===== config.mk =====
export PLATFORM = sky130hd
export DESIGN_NAME = rv32i_exu_ctrl
export DESIGN_NICKNAME = d
export VERILOG_FILES = /design/src/rtl/rv32i_exu_ctrl.sv
export SDC_FILE = /design/constraint.sdc
export NUM_CORES = 1
export LEC_CHECK = 0
export ABC_CLOCK_PERIOD_IN_PS = 7600
export BUFFER_PORTS_ARGS = -buffer_cell sky130_fd_sc_hd__buf_2
export CAP_MARGIN = 5
export CORE_AREA = 4 4 172 174
export DETAILED_ROUTE_END_ITERATION = 8
export DIE_AREA = 0 0 176 178
export PLACE_DENSITY = 0.78
export SYNTH_ARGS = -nofsm -noshare
export SYNTH_HDL_FRONTEND = slang
export SYNTH_SLANG_ARGS = --single-unit

===== constraint.sdc =====
create_clock -name clk_i -period 7.6 [get_ports clk_i]
set_input_delay 0.76 -clock clk_i [delete_from_list [all_inputs] [get_ports clk_i]]
set_output_delay 0.76 -clock clk_i [all_outputs]
set_load 0.02 [all_outputs]

===== src/rtl/rv32i_exu_ctrl.sv =====
// -----------------------------------------------------------------------------
// rv32i_exu_ctrl
//
// Execute-stage controller for an RV32I pipeline. Holds the single ID/EX
// entry, forwards MEM/WB results into the ALU operands, stalls on load-use,
// handshakes with decode (id_*) and MEM (ex_*), and turns taken branches and
// jumps into a one-cycle PC redirect.
//
// Ports
//   clk_i, rst_n_i        clock (rising edge), asynchronous active-low reset
//   id_valid_i/id_ready_o decode handshake
//   id_pc_i .. id_alu_op_i instruction fields captured into the ID/EX entry
//   id_ctrl_i             [0] rd_we [1] src1_pc [2] src2_imm [3] branch
//                         [4] jal   [5] jalr    [6] load     [7] store
//   mem_fwd_*/mem_is_load_i  MEM-stage forwarding source (inx 0 = no write)
//   wb_fwd_*              WB-stage forwarding source (inx 0 = no write)
//   alu_data1_o/alu_data2_o/alu_opcode_o  ALU operand/opcode drive
//   alu_res_i/alu_br_taken_i              ALU result and branch compare
//   ex_valid_o/ex_ready_i MEM handshake
//   ex_res_o/ex_st_data_o/ex_rd_inx_o/ex_ctrl_o  payload toward MEM
//   redirect_o/redirect_pc_o                     PC redirect pulse and target
// -----------------------------------------------------------------------------
module rv32i_exu_ctrl #(
    parameter int WORD_WTH    = 32,
    parameter int REG_INX_WTH = 5,
    parameter int ALU_OP_WTH  = 5
) (
    input  logic                   clk_i,
    input  logic                   rst_n_i,

    // decode side
    input  logic                   id_valid_i,
    output logic                   id_ready_o,
    input  logic [WORD_WTH-1:0]    id_pc_i,
    input  logic [WORD_WTH-1:0]    id_rs1_data_i,
    input  logic [WORD_WTH-1:0]    id_rs2_data_i,
    input  logic [WORD_WTH-1:0]    id_imm_i,
    input  logic [REG_INX_WTH-1:0] id_rs1_inx_i,
    input  logic [REG_INX_WTH-1:0] id_rs2_inx_i,
    input  logic [REG_INX_WTH-1:0] id_rd_inx_i,
    input  logic [7:0]             id_ctrl_i,
    input  logic [ALU_OP_WTH-1:0]  id_alu_op_i,

    // forwarding sources
    input  logic [REG_INX_WTH-1:0] mem_fwd_inx_i,
    input  logic [WORD_WTH-1:0]    mem_fwd_data_i,
    input  logic                   mem_is_load_i,
    input  logic [REG_INX_WTH-1:0] wb_fwd_inx_i,
    input  logic [WORD_WTH-1:0]    wb_fwd_data_i,

    // ALU
    output logic [WORD_WTH-1:0]    alu_data1_o,
    output logic [WORD_WTH-1:0]    alu_data2_o,
    output logic [ALU_OP_WTH-1:0]  alu_opcode_o,
    input  logic [WORD_WTH-1:0]    alu_res_i,
    input  logic                   alu_br_taken_i,

    // MEM side
    output logic                   ex_valid_o,
    input  logic                   ex_ready_i,
    output logic [WORD_WTH-1:0]    ex_res_o,
    output logic [WORD_WTH-1:0]    ex_st_data_o,
    output logic [REG_INX_WTH-1:0] ex_rd_inx_o,
    output logic [7:0]             ex_ctrl_o,

    // fetch redirect
    output logic                   redirect_o,
    output logic [WORD_WTH-1:0]    redirect_pc_o
);

    // control-word bit positions
    localparam int C_RD_WE    = 0;
    localparam int C_SRC1_PC  = 1;
    localparam int C_SRC2_IMM = 2;
    localparam int C_BRANCH   = 3;
    localparam int C_JAL      = 4;
    localparam int C_JALR     = 5;

    localparam int NUM_SRC = 2;

    // -------------------------------------------------------------------------
    // ID/EX entry
    // -------------------------------------------------------------------------
    logic                   r_valid;
    logic [WORD_WTH-1:0]    r_pc;
    logic [WORD_WTH-1:0]    r_rs1_data;
    logic [WORD_WTH-1:0]    r_rs2_data;
    logic [WORD_WTH-1:0]    r_imm;
    logic [REG_INX_WTH-1:0] r_rs1_inx;
    logic [REG_INX_WTH-1:0] r_rs2_inx;
    logic [REG_INX_WTH-1:0] r_rd_inx;
    logic [7:0]             r_ctrl;
    logic [ALU_OP_WTH-1:0]  r_alu_op;

    // -------------------------------------------------------------------------
    // Operand forwarding, one lane per source register (0 = rs1, 1 = rs2)
    // -------------------------------------------------------------------------
    logic [NUM_SRC-1:0][REG_INX_WTH-1:0] w_src_inx;
    logic [NUM_SRC-1:0][WORD_WTH-1:0]    w_src_reg;
    logic [NUM_SRC-1:0][WORD_WTH-1:0]    w_src_fwd;
    logic [NUM_SRC-1:0]                  w_src_mem_hit;
    logic [NUM_SRC-1:0]                  w_src_wb_hit;

    assign w_src_inx[0] = r_rs1_inx;
    assign w_src_inx[1] = r_rs2_inx;
    assign w_src_reg[0] = r_rs1_data;
    assign w_src_reg[1] = r_rs2_data;

    generate
        for (genvar gi = 0; gi < NUM_SRC; gi++) begin : g_fwd
            // x0 is hard-wired zero, so it never matches a producer even if
            // a stage reports index 0 alongside non-zero data.
            assign w_src_mem_hit[gi] = (w_src_inx[gi] != '0) &&
                                       (w_src_inx[gi] == mem_fwd_inx_i);
            assign w_src_wb_hit[gi]  = (w_src_inx[gi] != '0) &&
                                       (w_src_inx[gi] == wb_fwd_inx_i);
            // MEM is younger than WB, so it wins when both match.
            assign w_src_fwd[gi] = w_src_mem_hit[gi] ? mem_fwd_data_i :
                                   w_src_wb_hit[gi]  ? wb_fwd_data_i  :
                                                       w_src_reg[gi];
        end
    endgenerate

    logic [WORD_WTH-1:0] w_rs1_fwd;
    logic [WORD_WTH-1:0] w_rs2_fwd;

    assign w_rs1_fwd = w_src_fwd[0];
    assign w_rs2_fwd = w_src_fwd[1];

    // -------------------------------------------------------------------------
    // Hazard and handshake
    // -------------------------------------------------------------------------
    logic w_load_use;
    logic w_ex_valid;
    logic w_fire;
    logic w_id_ready;
    logic w_id_take;

    // A load in MEM has no data yet; any match against it must wait a cycle
    // until the value reaches WB.
    assign w_load_use = r_valid && mem_is_load_i && (|w_src_mem_hit);
    assign w_ex_valid = r_valid && !w_load_use;
    assign w_fire     = w_ex_valid && ex_ready_i;
    assign w_id_ready = !r_valid || w_fire;
    assign w_id_take  = id_valid_i && w_id_ready;

    // -------------------------------------------------------------------------
    // ALU operand selection
    // -------------------------------------------------------------------------
    logic w_is_jump;
    logic w_is_jalr;
    logic w_is_branch;

    assign w_is_jump   = r_ctrl[C_JAL] | r_ctrl[C_JALR];
    assign w_is_jalr   = r_ctrl[C_JALR];
    assign w_is_branch = r_ctrl[C_BRANCH];

    // Jumps reuse the ALU to produce the link value pc+4; the target comes
    // from the dedicated adder below.
    assign alu_data1_o  = (r_ctrl[C_SRC1_PC] | w_is_jump) ? r_pc : w_rs1_fwd;
    assign alu_data2_o  = w_is_jump          ? WORD_WTH'(4) :
                          r_ctrl[C_SRC2_IMM] ? r_imm        :
                                               w_rs2_fwd;
    assign alu_opcode_o = r_alu_op;

    // -------------------------------------------------------------------------
    // Redirect target
    // -------------------------------------------------------------------------
    logic [WORD_WTH-1:0] w_tgt_base;
    logic [WORD_WTH-1:0] w_tgt_sum;
    logic                w_redirect;

    assign w_tgt_base = w_is_jalr ? w_rs1_fwd : r_pc;
    assign w_tgt_sum  = w_tgt_base + r_imm;

    // jalr targets are forced to halfword alignment by clearing bit 0.
    assign redirect_pc_o = w_is_jalr ? {w_tgt_sum[WORD_WTH-1:1], 1'b0}
                                     : w_tgt_sum;

    // Qualified by fire so the pulse appears exactly once per entry: the
    // entry is released on that same edge.
    assign w_redirect = w_fire && (w_is_jump || (w_is_branch && alu_br_taken_i));
    assign redirect_o = w_redirect;

    // -------------------------------------------------------------------------
    // Outputs toward decode / MEM
    // -------------------------------------------------------------------------
    assign id_ready_o   = w_id_ready;
    assign ex_valid_o   = w_ex_valid;
    assign ex_res_o     = alu_res_i;
    assign ex_st_data_o = w_rs2_fwd;
    assign ex_rd_inx_o  = r_rd_inx;
    assign ex_ctrl_o    = r_ctrl;

    // -------------------------------------------------------------------------
    // Entry update
    // -------------------------------------------------------------------------
    always_ff @(posedge clk_i or negedge rst_n_i) begin
        if (!rst_n_i) begin
            r_valid    <= 1'b0;
            r_pc       <= '0;
            r_rs1_data <= '0;
            r_rs2_data <= '0;
            r_imm      <= '0;
            r_rs1_inx  <= '0;
            r_rs2_inx  <= '0;
            r_rd_inx   <= '0;
            r_ctrl     <= '0;
            r_alu_op   <= '0;
        end else if (w_redirect) begin
            // The instruction offered by decode this cycle is on the wrong
            // path; decode flushes itself on redirect_o, so it is dropped.
            r_valid <= 1'b0;
        end else if (w_id_take) begin
            r_valid    <= 1'b1;
            r_pc       <= id_pc_i;
            r_rs1_data <= id_rs1_data_i;
            r_rs2_data <= id_rs2_data_i;
            r_imm      <= id_imm_i;
            r_rs1_inx  <= id_rs1_inx_i;
            r_rs2_inx  <= id_rs2_inx_i;
            r_rd_inx   <= id_rd_inx_i;
            r_ctrl     <= id_ctrl_i;
            r_alu_op   <= id_alu_op_i;
        end else if (w_fire) begin
            r_valid <= 1'b0;
        end else if (r_valid) begin
            // Stalled: latch the forwarded values so a producer that leaves
            // WB while we wait is not lost.
            r_rs1_data <= w_rs1_fwd;
            r_rs2_data <= w_rs2_fwd;
        end
    end

endmodule


==> metrics.yaml <==
finalCritPeriodShare_pct: 84.7
grt_pass1_wl_microns: 59600
avgSynthCellArea_sq_um: 9.96
wl_per_cell_microns: 21.5
rsz0062_at_grt: "no"
cts_resized: 0
drt_iter0_markers: 838
overflow: 0
synth_edf_count: 0
ys_ff_latch: 157
start_util_pct: 41.7
synthCells: 1164
dieWidth_microns: 176
io_buffers: 384
nNetsFinal: 1785
setup_viol: 0
layout_common_cells: "buf_2 (383), mux2i_1 (158), dfrtp_1 (155)"
finalClockSkew_ns: 0.0128
area_delta_synth_final_pct: 22.2
clock.fmax_ghz: 0.155
hold_path.class: "input port to asynchronous set/reset pin"
clk_pin_slew_ns: 0.06
firstDrtPassIters: 6
cp.required_ns: 6.84
post_cts_buffers: 0
wl_microns: 40300
cts-root-buf: "clkbuf_16"
cts_buffer_depth: 2
drc: 0
gr-usage-all-layers_pct: 24.5
drive_gt1_share_pct: 40.0
r2r_slack_ns: 2.59
synth.distinct_cells: 63
syn_area_sq_mm: 0.0116
place.gp.congestion: 0.958
final_common_cell: "buf_2"
setup_tns_ns: 0
ys_seq_area_share_pct: 33.9
worst_pin_slew_ns: 1.05
grt_max_degree: 90
die_area_sq_mm: 0.0313
ctsHoldBuffers: 0
antenna_found_initial: 3
fin_crit_ns: 6.44
grt_pass1_vias: 10500
ant_nets: 0
path_max_fanout: 13
yosys_warnings: 0
core_area_sq_mm: 0.0278
status: "complete, no violations"
placementRows: 61
pin_count: 449
ys_async_sr_fraction_pct: 100
h-tree-depth: 4
clkSinkCount: 157
dp_hpwl_microns: 30000
cp-start-kind: "register"
worst_ep_arrival_time_ns: 5.68
cap_violations: 0
path_class: "register to output port"
vias: 10500
cts_tree: "yes"
die_h_microns: 178
numCtsBuffers: 17
hold_violations: 0
synth_flop_cell: "dfrtp_1"
synth_nets: 1467
maxSlewHeadroom_pct: 29.9
crit_path_end_kind: "output port"
clock_latency_ns: 0.43
slew_violations: 0
vias_per_cell: 5.60
## kinds of logic after synthesis
logic type | synth area share, %
multiplexers | 31.0
AND/OR/NAND/NOR | 9.62
AO/OA/AOI/OAI | 11.9
flip-flops | 33.9
buffers and inverters | 6.28
XOR/XNOR | 3.40
adder cells (fa/ha/maj) | 3.84
## metrics by stage
stage                     hold WS (ns)  cell area, sq um  setup WS, ns  instances  util (%)
after floorplan                  0.464             11600          2.35       1164         -
after global placement           0.482             13500          1.35       1841      48.6
after detailed placement         0.490             13500          1.36       1841      48.6
after CTS                        0.430             14200          1.24       1873      51.0
after global routing             0.463             14200         0.859       1874      51.0
final                            0.407             14200          1.16       1876      51.0
## final timing paths
check | from | endpoint | cells after the start
max | r_rs1_inx[2]$_DFFE_PN0P_ | redirect_pc_o[24] | 17
max reg2reg | ex_ctrl_o[5]$_DFFE_PN0P_ | r_pc[31]$_DFFE_PN0P_ | 8
min | rst_n_i | r_rs2_data[7]$_DFFE_PN0P_ | 1
min reg2reg | r_pc[14]$_DFFE_PN0P_ | r_pc[14]$_DFFE_PN0P_ | 1
max in group asynchronous | rst_n_i | r_rs1_data[22]$_DFFE_PN0P_ | 2
min in group clk_i | r_pc[14]$_DFFE_PN0P_ | r_pc[14]$_DFFE_PN0P_ | 1
## area by class of cell
class,count,area [sq um]
fill,2563,13600
multi-input combinational,890,6980
sequential,157,3930
timing repair buffer,402,2060
tap,378,473
clock buffer,21,470
clock inverter,11,188
inverter,14,52.6
antenna,3,7.51
## synth_stat cells (4+ instances only)
library cell | number | area share, %
o211ai_1 | 4 | 0.26
ha_1 | 34 | 3.7
nor2_1 | 61 | 2.0
buf_1 | 6 | 0.19
mux2_1 | 8 | 0.78
o21bai_1 | 4 | 0.26
nand2b_1 | 6 | 0.32
o21ai_0 | 146 | 6.3
buf_4 | 33 | 2.1
buf_12 | 9 | 1.6
nor3_1 | 5 | 0.22
dfrtp_1 | 157 | 34
mux2_4 | 72 | 9.3
inv_1 | 14 | 0.45
mux2i_1 | 158 | 14
a21oi_1 | 29 | 1.3
a21o_1 | 9 | 0.58
nand4_1 | 5 | 0.27
nand3_1 | 9 | 0.39
xnor2_1 | 31 | 2.3
o21a_1 | 5 | 0.32
a211oi_1 | 7 | 0.45
clkbuf_1 | 45 | 1.5
nand2_1 | 148 | 4.8
buf_2 | 9 | 0.39
xor2_1 | 14 | 1.1
and3_1 | 5 | 0.27
nor2b_1 | 5 | 0.27
mux2_2 | 75 | 7.3
## routing by layer
layer  GRT usage, %  vias up  wire, microns
li1               -     4763              -
met1           30.4     5026          16300
met2           41.3      607          19400
met3           6.06      115           3430
met4           9.42        2           1280
met5              0        -              8
## flip-flops by register name, indices dropped and copies added (netlist names)
name,count
r_valid,1
ex_ctrl_o,8
r_rs1_inx,5
r_rs2_inx,5
r_rs1_data,32
ex_rd_inx_o,5
r_rs2_data,32
r_pc,32
alu_opcode_o,5
r_imm,32
## worst max-delay path, stage by stage (launching register included)
cell and delay (ns):
dfrtp_1 0.46, xor2_1 0.19, nor3_1 0.42, nor3b_4 0.62, buf_4 0.39, mux2i_1 0.21, o21ai_0 0.13, mux2_2 0.30
ha_1 0.38, a211oi_1 0.35, o21ai_0 0.18, a221oi_1 0.36, o21ai_1 0.10, buf_4 0.17, o2bb2ai_1 0.23, nor2b_1 0.20
a311o_1 0.37, buf_2 0.17
Power is not shown: default switching activity piles up to over one toggle a cycle in this logic, so the estimate is an artifact.
